--- src/rtl/noc_flit_pkg.sv ---
// -----------------------------------------------------------------------------
// noc_flit_pkg
// Shared flit definitions for the NoC exit-port collector.
//   FLIT_DW        : default flit width (32).
//   FT_MSB/FT_LSB  : bit positions of the 2-bit flit type field.
//   flit_type_e    : HEAD / BODY / TAIL / SINGLE encodings.
//   frame_state_e  : packet framing states IDLE / IN_PKT.
//   flit_type()    : extracts the type field from a FLIT_DW-wide flit.
// -----------------------------------------------------------------------------
package noc_flit_pkg;

  localparam int FLIT_DW = 32;

  localparam int FT_MSB = FLIT_DW - 1;
  localparam int FT_LSB = FLIT_DW - 2;

  typedef enum logic [1:0] {
    BODY   = 2'b00,
    HEAD   = 2'b01,
    TAIL   = 2'b10,
    SINGLE = 2'b11
  } flit_type_e;

  typedef enum logic {
    IDLE   = 1'b0,
    IN_PKT = 1'b1
  } frame_state_e;

  function automatic flit_type_e flit_type(input logic [FLIT_DW-1:0] flit);
    return flit_type_e'(flit[FT_MSB:FT_LSB]);
  endfunction

endpackage : noc_flit_pkg

--- src/rtl/flee_collector_sync_fifo.sv ---
// -----------------------------------------------------------------------------
// sync_fifo
// Single-clock first-word-fall-through FIFO used as the collector buffer.
// Pointers carry one extra wrap bit so full and empty are told apart by the
// pointer MSBs.
// Ports:
//   clk   in          rising-edge clock
//   rst   in          synchronous active-high reset (empties the FIFO)
//   push  in          write wdata (ignored when full)
//   pop   in          drop the head entry (ignored when empty)
//   wdata in  [DW]    write data
//   rdata out [DW]    head entry, valid whenever empty is low
//   full  out         DEPTH entries stored
//   empty out         no entries stored
//   count out [AW+1]  current occupancy
// -----------------------------------------------------------------------------
module sync_fifo #(
  parameter int DW    = 32,
  parameter int DEPTH = 16
) (
  input  logic                     clk,
  input  logic                     rst,
  input  logic                     push,
  input  logic                     pop,
  input  logic [DW-1:0]            wdata,
  output logic [DW-1:0]            rdata,
  output logic                     full,
  output logic                     empty,
  output logic [$clog2(DEPTH):0]   count
);

  localparam int AW = $clog2(DEPTH);

  logic [DW-1:0] r_mem [DEPTH];
  logic [AW:0]   r_wr_ptr;
  logic [AW:0]   r_rd_ptr;
  logic          w_push;
  logic          w_pop;

  assign w_push = push & ~full;
  assign w_pop  = pop & ~empty;

  // NOTE: sequential state uses non-blocking assignments so every register
  // samples pre-edge values regardless of block evaluation order.
  always_ff @(posedge clk) begin
    if (rst) begin
      r_wr_ptr <= '0;
      r_rd_ptr <= '0;
    end else begin
      if (w_push) r_wr_ptr <= r_wr_ptr + 1'b1;
      if (w_pop)  r_rd_ptr <= r_rd_ptr + 1'b1;
    end
  end

  // NOTE: the storage array is deliberately not reset; the pointers alone
  // define which entries are meaningful, and this lets it map onto RAM.
  always_ff @(posedge clk) begin
    if (w_push) r_mem[r_wr_ptr[AW-1:0]] <= wdata;
  end

  // Same index with different wrap bits means the writer is a lap ahead.
  assign empty = (r_wr_ptr == r_rd_ptr);
  assign full  = (r_wr_ptr[AW] != r_rd_ptr[AW]) &&
                 (r_wr_ptr[AW-1:0] == r_rd_ptr[AW-1:0]);
  assign count = r_wr_ptr - r_rd_ptr;
  assign rdata = r_mem[r_rd_ptr[AW-1:0]];

endmodule : sync_fifo

--- src/rtl/flee_collector.sv ---
// -----------------------------------------------------------------------------
// flee_collector
// Receiver for a NoC exit ("flee") port. Accepts flits over valid/ready at a
// programmable duty cycle, buffers them in a FWFT FIFO for a downstream
// reader, tracks packet framing and counts packets and flits.
// Build option: define FLEE_COLLECTOR_CHECK_EN to compile in framing error
// detection and the sticky proto_err flag; otherwise proto_err is tied low.
// Ports:
//   clk           in         rising-edge clock
//   rst           in         synchronous active-high reset
//   data_i_flee   in  [DW]   flit from the exit port (type in [DW-1:DW-2])
//   valid_i_flee  in         flit valid
//   ready_o_flee  out        collector ready (window open and FIFO not full)
//   data_o        out [DW]   FIFO head (first-word-fall-through)
//   valid_o       out        FIFO not empty
//   ready_i       in         downstream pop
//   pkt_count     out [32]   completed packets (wraps)
//   flit_count    out [32]   accepted flits (wraps)
//   in_pkt        out        framing FSM is inside a packet
//   proto_err     out        sticky framing error
// -----------------------------------------------------------------------------
module flee_collector
  import noc_flit_pkg::*;
#(
  parameter int DW              = FLIT_DW,
  parameter int DEPTH           = 16,
  parameter int THROTTLE_PERIOD = 16
) (
  input  logic          clk,
  input  logic          rst,
  input  logic [DW-1:0] data_i_flee,
  input  logic          valid_i_flee,
  output logic          ready_o_flee,
  output logic [DW-1:0] data_o,
  output logic          valid_o,
  input  logic          ready_i,
  output logic [31:0]   pkt_count,
  output logic [31:0]   flit_count,
  output logic          in_pkt,
  output logic          proto_err
);

  localparam int TW  = (THROTTLE_PERIOD > 1) ? $clog2(THROTTLE_PERIOD) : 1;
  localparam int CW  = $clog2(DEPTH) + 1;
  localparam int PAD = FLIT_DW - 2;
  localparam logic [TW-1:0] T_LAST = TW'(THROTTLE_PERIOD - 1);

  logic [TW-1:0]      r_tcnt;
  frame_state_e       r_state;
  frame_state_e       w_next_state;
  logic [31:0]        r_pkt_count;
  logic [31:0]        r_flit_count;
  logic               w_gate;
  logic               w_accept;
  logic               w_pop;
  logic               w_pkt_inc;
  logic               w_fifo_full;
  logic               w_fifo_empty;
  logic [CW-1:0]      w_fifo_count;
  logic [FLIT_DW-1:0] w_flit_aligned;
  flit_type_e         w_ftype;

  // ---------------------------------------------------------------------------
  // Acceptance window: open for one cycle at the end of every period.
  // ---------------------------------------------------------------------------
  always_ff @(posedge clk) begin
    if (rst || r_tcnt == T_LAST) r_tcnt <= '0;
    else                         r_tcnt <= r_tcnt + 1'b1;
  end

  assign w_gate = (r_tcnt == T_LAST);

  // Full comes from registered pointers, so ready never depends on
  // valid_i_flee or ready_i; a pop in the full cycle does not open a slot.
  assign ready_o_flee = ~rst & w_gate & ~w_fifo_full;
  assign w_accept     = valid_i_flee & ready_o_flee;
  assign w_pop        = ready_i & (w_fifo_count != '0);

  // Move the type field into the package's flit layout so the shared
  // decoder works for any DW.
  assign w_flit_aligned = {data_i_flee[DW-1 -: 2], {PAD{1'b0}}};
  assign w_ftype        = flit_type(w_flit_aligned);

  // ---------------------------------------------------------------------------
  // Framing FSM
  // ---------------------------------------------------------------------------
  always_ff @(posedge clk) begin
    if (rst) r_state <= IDLE;
    else     r_state <= w_next_state;
  end

  // NOTE: every output of this block gets a default before any branch, so no
  // path leaves a value unassigned and no latch is inferred.
  always_comb begin
    w_next_state = r_state;
    w_pkt_inc    = 1'b0;
    if (w_accept) begin
      case (r_state)
        IDLE: begin
          case (w_ftype)
            HEAD:    w_next_state = IN_PKT;
            SINGLE:  w_pkt_inc    = 1'b1;
            default: ;
          endcase
        end
        IN_PKT: begin
          // HEAD restarts the packet and BODY continues it: both stay here.
          case (w_ftype)
            TAIL, SINGLE: begin
              w_pkt_inc    = 1'b1;
              w_next_state = IDLE;
            end
            default: ;
          endcase
        end
        default: w_next_state = IDLE;
      endcase
    end
  end

  assign in_pkt = (r_state == IN_PKT);

  // ---------------------------------------------------------------------------
  // Counters (free-running, wrap modulo 2^32)
  // ---------------------------------------------------------------------------
  always_ff @(posedge clk) begin
    if (rst) begin
      r_pkt_count  <= '0;
      r_flit_count <= '0;
    end else begin
      if (w_accept)  r_flit_count <= r_flit_count + 32'd1;
      if (w_pkt_inc) r_pkt_count  <= r_pkt_count + 32'd1;
    end
  end

  assign pkt_count  = r_pkt_count;
  assign flit_count = r_flit_count;

  // ---------------------------------------------------------------------------
  // Framing error detection
  // ---------------------------------------------------------------------------
`ifdef FLEE_COLLECTOR_CHECK_EN
  logic r_proto_err;
  logic w_illegal;

  // BODY/TAIL with no open packet, or HEAD/SINGLE while one is open.
  assign w_illegal = w_accept &
                     (((r_state == IDLE)   & ((w_ftype == BODY) | (w_ftype == TAIL))) |
                      ((r_state == IN_PKT) & ((w_ftype == HEAD) | (w_ftype == SINGLE))));

  always_ff @(posedge clk) begin
    if (rst)            r_proto_err <= 1'b0;
    else if (w_illegal) r_proto_err <= 1'b1;
  end

  assign proto_err = r_proto_err;
`else
  assign proto_err = 1'b0;
`endif

  // ---------------------------------------------------------------------------
  // Flit buffer
  // ---------------------------------------------------------------------------
  sync_fifo #(
    .DW    (DW),
    .DEPTH (DEPTH)
  ) u_fifo (
    .clk   (clk),
    .rst   (rst),
    .push  (w_accept),
    .pop   (w_pop),
    .wdata (data_i_flee),
    .rdata (data_o),
    .full  (w_fifo_full),
    .empty (w_fifo_empty),
    .count (w_fifo_count)
  );

  assign valid_o = ~w_fifo_empty;

endmodule : flee_collector

--- config.mk ---
export PLATFORM = sky130hd
export DESIGN_NAME = flee_collector
export DESIGN_NICKNAME = d
export VERILOG_FILES = /design/src/rtl/noc_flit_pkg.sv /design/src/rtl/flee_collector_sync_fifo.sv /design/src/rtl/flee_collector.sv
export SDC_FILE = /design/constraint.sdc
export NUM_CORES = 1
export LEC_CHECK = 0
export CORE_UTILIZATION = 44
export CTS_CLUSTER_SIZE = 20
export DETAILED_ROUTE_END_ITERATION = 10
export HOLD_SLACK_MARGIN = 0.06
export REMOVE_ABC_BUFFERS = 1
export SYNTH_ARGS = -nofsm -noshare
export SYNTH_HDL_FRONTEND = slang
export SYNTH_SLANG_ARGS = --single-unit
--- constraint.sdc ---
create_clock -name clk -period 5.9 [get_ports clk]
set_input_delay 1.18 -clock clk [delete_from_list [all_inputs] [get_ports clk]]
set_output_delay 1.18 -clock clk [all_outputs]
set_load 0.05 [all_outputs]
==> impl_metrics.prom <==
# TYPE chip_impl_metric gauge
chip_impl_metric{name="drive_above_1_share",unit="%"} 22.6
chip_impl_info{name="synth_top_cells_by_area",value="sky130_fd_sc_hd__edfxtp_1, sky130_fd_sc_hd__mux4_2, sky130_fd_sc_hd__dfxtp_1"} 1
chip_impl_metric{name="final-setup-viol-count",unit=""} 0
chip_impl_metric{name="fillers",unit=""} 4015
chip_impl_metric{name="power_density",unit="nW/um2"} 306
chip_impl_metric{name="port_buffers",unit=""} 134
chip_impl_metric{name="max-clock-path-buffers",unit=""} 3
chip_impl_metric{name="whs_path_depth",unit=""} 1
chip_impl_metric{name="synth.cell_area",unit="um2"} 23100
chip_impl_metric{name="worst_pin_slew",unit="ns"} 0.968
chip_impl_metric{name="yosysSeqAreaShare",unit="%"} 73.8
chip_impl_metric{name="antenna_found_initial",unit=""} 2
chip_impl_metric{name="leakage_power_figure",unit="nW"} 8.50
chip_impl_metric{name="cts_post_setup_buffers_inserted",unit=""} 0
chip_impl_metric{name="die_y",unit="um"} 231
chip_impl_metric{name="floorplan.die.width",unit="um"} 231
chip_impl_metric{name="gpl.final_weighted_congestion",unit=""} 0.709
chip_impl_metric{name="detail_route.wirelength",unit="um"} 50200
chip_impl_metric{name="power_frac_clock",unit="%"} 44.6
chip_impl_metric{name="timing.max_slew.rel_slack",unit="%"} 35.5
chip_impl_info{name="cts_tree",value="built"} 1
chip_impl_metric{name="sum_of_overflow_across_all_layers_after_global_routing",unit=""} 0
chip_impl_metric{name="numCtsBuffers",unit=""} 60
chip_impl_metric{name="total_power",unit="mW"} 8.39
chip_impl_info{name="crit_path_end_kind",value="primary output"} 1
chip_impl_metric{name="cellInternalPower",unit="mW"} 6.73
chip_impl_metric{name="p_sw",unit="mW"} 1.66
chip_impl_metric{name="yosysWarnings",unit=""} 0
chip_impl_metric{name="utilization",unit="%"} 53.0
chip_impl_metric{name="clock_sinks",unit=""} 595
chip_impl_info{name="worstSetupStartpointType",value="flip-flop"} 1
chip_impl_metric{name="worst_clock_skew",unit="ns"} 0.0198
chip_impl_metric{name="io_pins",unit=""} 136
chip_impl_metric{name="number_of_global_route_vias_before_repair",unit=""} 11900
chip_impl_metric{name="final_max_slew_viol_count",unit=""} 0
chip_impl_metric{name="syn2layout_area_growth",unit="%"} 18.5
chip_impl_metric{name="number_of_detailed_routing_iterations_run_before_antenna_repair",unit=""} 5
chip_impl_info{name="hold_path_end",value="r_tcnt[0]"} 1
chip_impl_info{name="regToRegEndpoint",value="u_fifo.r_mem[8][29]"} 1
chip_impl_metric{name="critical_path_arrival",unit="ns"} 3.73
chip_impl_metric{name="fraction_of_power_consumed_by_combinational_cells",unit="%"} 1.0
chip_impl_metric{name="multi_input_area",unit="um2"} 5870
chip_impl_info{name="synth_ff_type",value="sky130_fd_sc_hd__edfxtp_1"} 1
chip_impl_metric{name="final-hold-violation-count",unit=""} 0
chip_impl_metric{name="iter_0_drt_violations",unit=""} 841
chip_impl_info{name="setup_repair_after_global_routing_missed_its_margin",value="false"} 1
chip_impl_metric{name="dp_wirelength",unit="um"} 26200
chip_impl_metric{name="async_reset_ff_share",unit="%"} 0
chip_impl_metric{name="syn-mean-instance-area",unit="um2"} 19.9
chip_impl_metric{name="crit_path_max_fanout",unit=""} 52
chip_impl_info{name="netlist.top_cell.by_area",value="sky130_fd_sc_hd__edfxtp_1"} 1
chip_impl_metric{name="netSwitchingFraction",unit="%"} 19.7
chip_impl_metric{name="period_needed",unit="ns"} 4.91
chip_impl_metric{name="drv_cap",unit=""} 0
chip_impl_info{name="top_cell_types_by_occurrence_after_synthesis",value="sky130_fd_sc_hd__edfxtp_1, sky130_fd_sc_hd__mux4_2, sky130_fd_sc_hd__nor2_1"} 1
chip_impl_metric{name="nets",unit=""} 1381
chip_impl_metric{name="wire_per_inst",unit="um"} 24.3
chip_impl_metric{name="layout.area.seq",unit="um2"} 17000
chip_impl_metric{name="die-area",unit="um2"} 53400
chip_impl_metric{name="core_area",unit="um2"} 51600
chip_impl_metric{name="yosysUniqueCellTypes",unit=""} 43
chip_impl_metric{name="synth_top_area_share",unit="%"} 66.6
chip_impl_info{name="min_path_type",value="flip-flop to flip-flop"} 1
chip_impl_metric{name="flip_flop_and_latch_count_after_synthesis",unit=""} 595
chip_impl_info{name="crit_type",value="flip-flop to primary output"} 1
chip_impl_metric{name="drcViolationCount",unit=""} 0
chip_impl_info{name="worst_r2r_startpoint",value="u_fifo.r_wr_ptr[2]"} 1
chip_impl_metric{name="cts.reportedPaths.clkPinSlew",unit="ns"} 0.06
chip_impl_info{name="post-synth-top-count-cell",value="sky130_fd_sc_hd__edfxtp_1"} 1
chip_impl_metric{name="synth-edff-count",unit=""} 512
chip_impl_info{name="run_status",value="complete, no violations"} 1
chip_impl_metric{name="start_util",unit="%"} 44.7
chip_impl_metric{name="htree_num_levels",unit=""} 2
chip_impl_info{name="clk_root_buffer_cell",value="sky130_fd_sc_hd__clkbuf_16"} 1
chip_impl_metric{name="cts-hold-fix-buffers",unit=""} 0
chip_impl_metric{name="grt_start_max_net_pins",unit=""} 86
chip_impl_metric{name="regToRegSetupSlack",unit="ns"} 2.21
chip_impl_metric{name="ctsResizeCount",unit=""} 0
chip_impl_metric{name="vias_per_cell",unit=""} 5.52
chip_impl_metric{name="seqPwrFrac",unit="%"} 54.4
chip_impl_metric{name="synth_cells",unit=""} 1162
chip_impl_metric{name="irDropWorstVdd",unit="mV"} 0.235
chip_impl_metric{name="grt_first_pass_wirelength",unit="um"} 75900
chip_impl_metric{name="detail-route-antenna-nets",unit=""} 0
chip_impl_metric{name="total_number_of_vias",unit=""} 11400
chip_impl_metric{name="worst_skew_pair_later_pin_latency",unit="ns"} 0.62
chip_impl_metric{name="reg2regPathDepth",unit=""} 7
chip_impl_metric{name="row_count",unit=""} 83
chip_impl_info{name="hold_path.startpoint",value="r_tcnt[0]"} 1
chip_impl_metric{name="global_route.usage.total",unit="%"} 19.3
chip_impl_metric{name="timing.fmax",unit="MHz"} 204
chip_impl_metric{name="crit_required",unit="ns"} 4.72
chip_impl_metric{name="min_period_over_period",unit="%"} 83.3
[cell usage in the layout (no fill, tap or decap), types with 3 or more instances in the layout]
| cell type | n |
|---|---|
| sky130_fd_sc_hd__edfxtp_1 | 512 |
| sky130_fd_sc_hd__mux4_2 | 160 |
| sky130_fd_sc_hd__clkdlybuf4s50_1 | 133 |
| sky130_fd_sc_hd__dfxtp_1 | 79 |
| sky130_fd_sc_hd__nor2_1 | 77 |
| sky130_fd_sc_hd__clkbuf_16 | 60 |
| sky130_fd_sc_hd__xor2_1 | 47 |
| sky130_fd_sc_hd__nand3_1 | 31 |
| sky130_fd_sc_hd__buf_4 | 27 |
| sky130_fd_sc_hd__nand2_1 | 25 |
| sky130_fd_sc_hd__xnor2_1 | 19 |
| sky130_fd_sc_hd__nand4_1 | 19 |
| sky130_fd_sc_hd__and3_1 | 16 |
| sky130_fd_sc_hd__clkinv_2 | 15 |
| sky130_fd_sc_hd__a21oi_1 | 14 |
| sky130_fd_sc_hd__inv_1 | 12 |
| sky130_fd_sc_hd__and4_1 | 12 |
| sky130_fd_sc_hd__nor2_4 | 12 |
| sky130_fd_sc_hd__ha_1 | 12 |
| sky130_fd_sc_hd__clkbuf_1 | 12 |
| sky130_fd_sc_hd__and2_1 | 9 |
| sky130_fd_sc_hd__clkinv_1 | 8 |
| sky130_fd_sc_hd__o21ai_0 | 7 |
| sky130_fd_sc_hd__bufinv_16 | 6 |
| sky130_fd_sc_hd__or3_1 | 5 |
| sky130_fd_sc_hd__nor3_2 | 4 |
| sky130_fd_sc_hd__clkinvlp_4 | 4 |
| sky130_fd_sc_hd__buf_12 | 4 |
| sky130_fd_sc_hd__nand2b_1 | 3 |
| sky130_fd_sc_hd__nor2b_1 | 3 |
| sky130_fd_sc_hd__clkinv_4 | 3 |
[critical path, cell delays in order, from the launching register on]
cell and delay, ns:
sky130_fd_sc_hd__dfxtp_4 0.87, sky130_fd_sc_hd__buf_4 0.53, sky130_fd_sc_hd__mux4_2 0.38, sky130_fd_sc_hd__mux4_2 0.52
sky130_fd_sc_hd__clkdlybuf4s50_1 0.73
[cell families after synthesis]
logic type | count (synthesis) | synth area share [%]
XOR/XNOR | 67 | 2.57
multiplexers | 163 | 15.7
flip-flops | 595 | 73.8
AND/OR/NAND/NOR | 225 | 4.95
other | 1 | 0.0162
buffers and inverters | 68 | 1.28
adder cells (fa/ha/maj) | 12 | 0.650
AO/OA/AOI/OAI | 31 | 0.970
[per-stage QoR]
step / TNS, ns / setup slack (ns) / area [um2] / instances / hold slack, ns
floorplan: -59.73 / -1.87 / 22800 / 1106 / 0.449
global placement: 0 / 1.57 / 25400 / 1951 / 0.468
detailed placement: 0 / 1.57 / 25400 / 1951 / 0.481
CTS: 0 / 0.904 / 27400 / 2063 / 0.490
global route: 0 / 0.788 / 27400 / 2063 / 0.517
finish: 0 / 0.987 / 27400 / 2064 / 0.488
[power groups by stage]
stage | clock [mW] | sequential [mW] | combinational (mW)
CTS | 3.83 | 4.56 | 0.0847
finish | 3.74 | 4.56 | 0.0833
global placement | 0 | 4.65 | 0.0803
detailed placement | 0 | 4.65 | 0.0849
global route | 3.98 | 4.56 | 0.0921
floorplan | 0 | 4.65 | 0.00635
[final cells by class]
cell class | count | share of cell area (%)
Sequential cell | 595 | 62.3
Multi-Input combinational cell | 499 | 21.4
Timing Repair Buffer | 165 | 5.92
Clock buffer | 73 | 5.70
Tap cell | 680 | 3.11
Clock inverter | 39 | 1.36
Inverter | 12 | 0.165
Antenna cell | 1 | 0.00915
[layer usage]
layer | routed length [um] | vias to the layer above | track usage [%]
met5 | 13 | - | 0
met4 | 877 | 2 | 4.55
met3 | 2930 | 68 | 4.23
met2 | 24100 | 285 | 30.6
met1 | 22200 | 6013 | 27.5
li1 | - | 5034 | -
[sequential cells by signal, summed over array words and instances (netlist names), named ones only]
name and cells:
pkt_count 32, u_fifo.r_wr_ptr 5, in_pkt 1, flit_count 32, r_tcnt 4, u_fifo.r_mem 512
u_fifo.r_rd_ptr 5
[worst max-delay path by stage]
stage,slack (ns),cells after the start,startpoint,to
after floorplan,-1.87,2,flip-flop,data_o[0]
after global placement,1.57,4,flip-flop,data_o[30]
after detailed placement,1.57,4,flip-flop,data_o[19]
after CTS,0.90,4,flip-flop,data_o[30]
after global routing,0.79,4,flip-flop,data_o[16]
final,0.99,4,flip-flop,data_o[3]
Note: power is estimated with default switching activity, not from simulation.
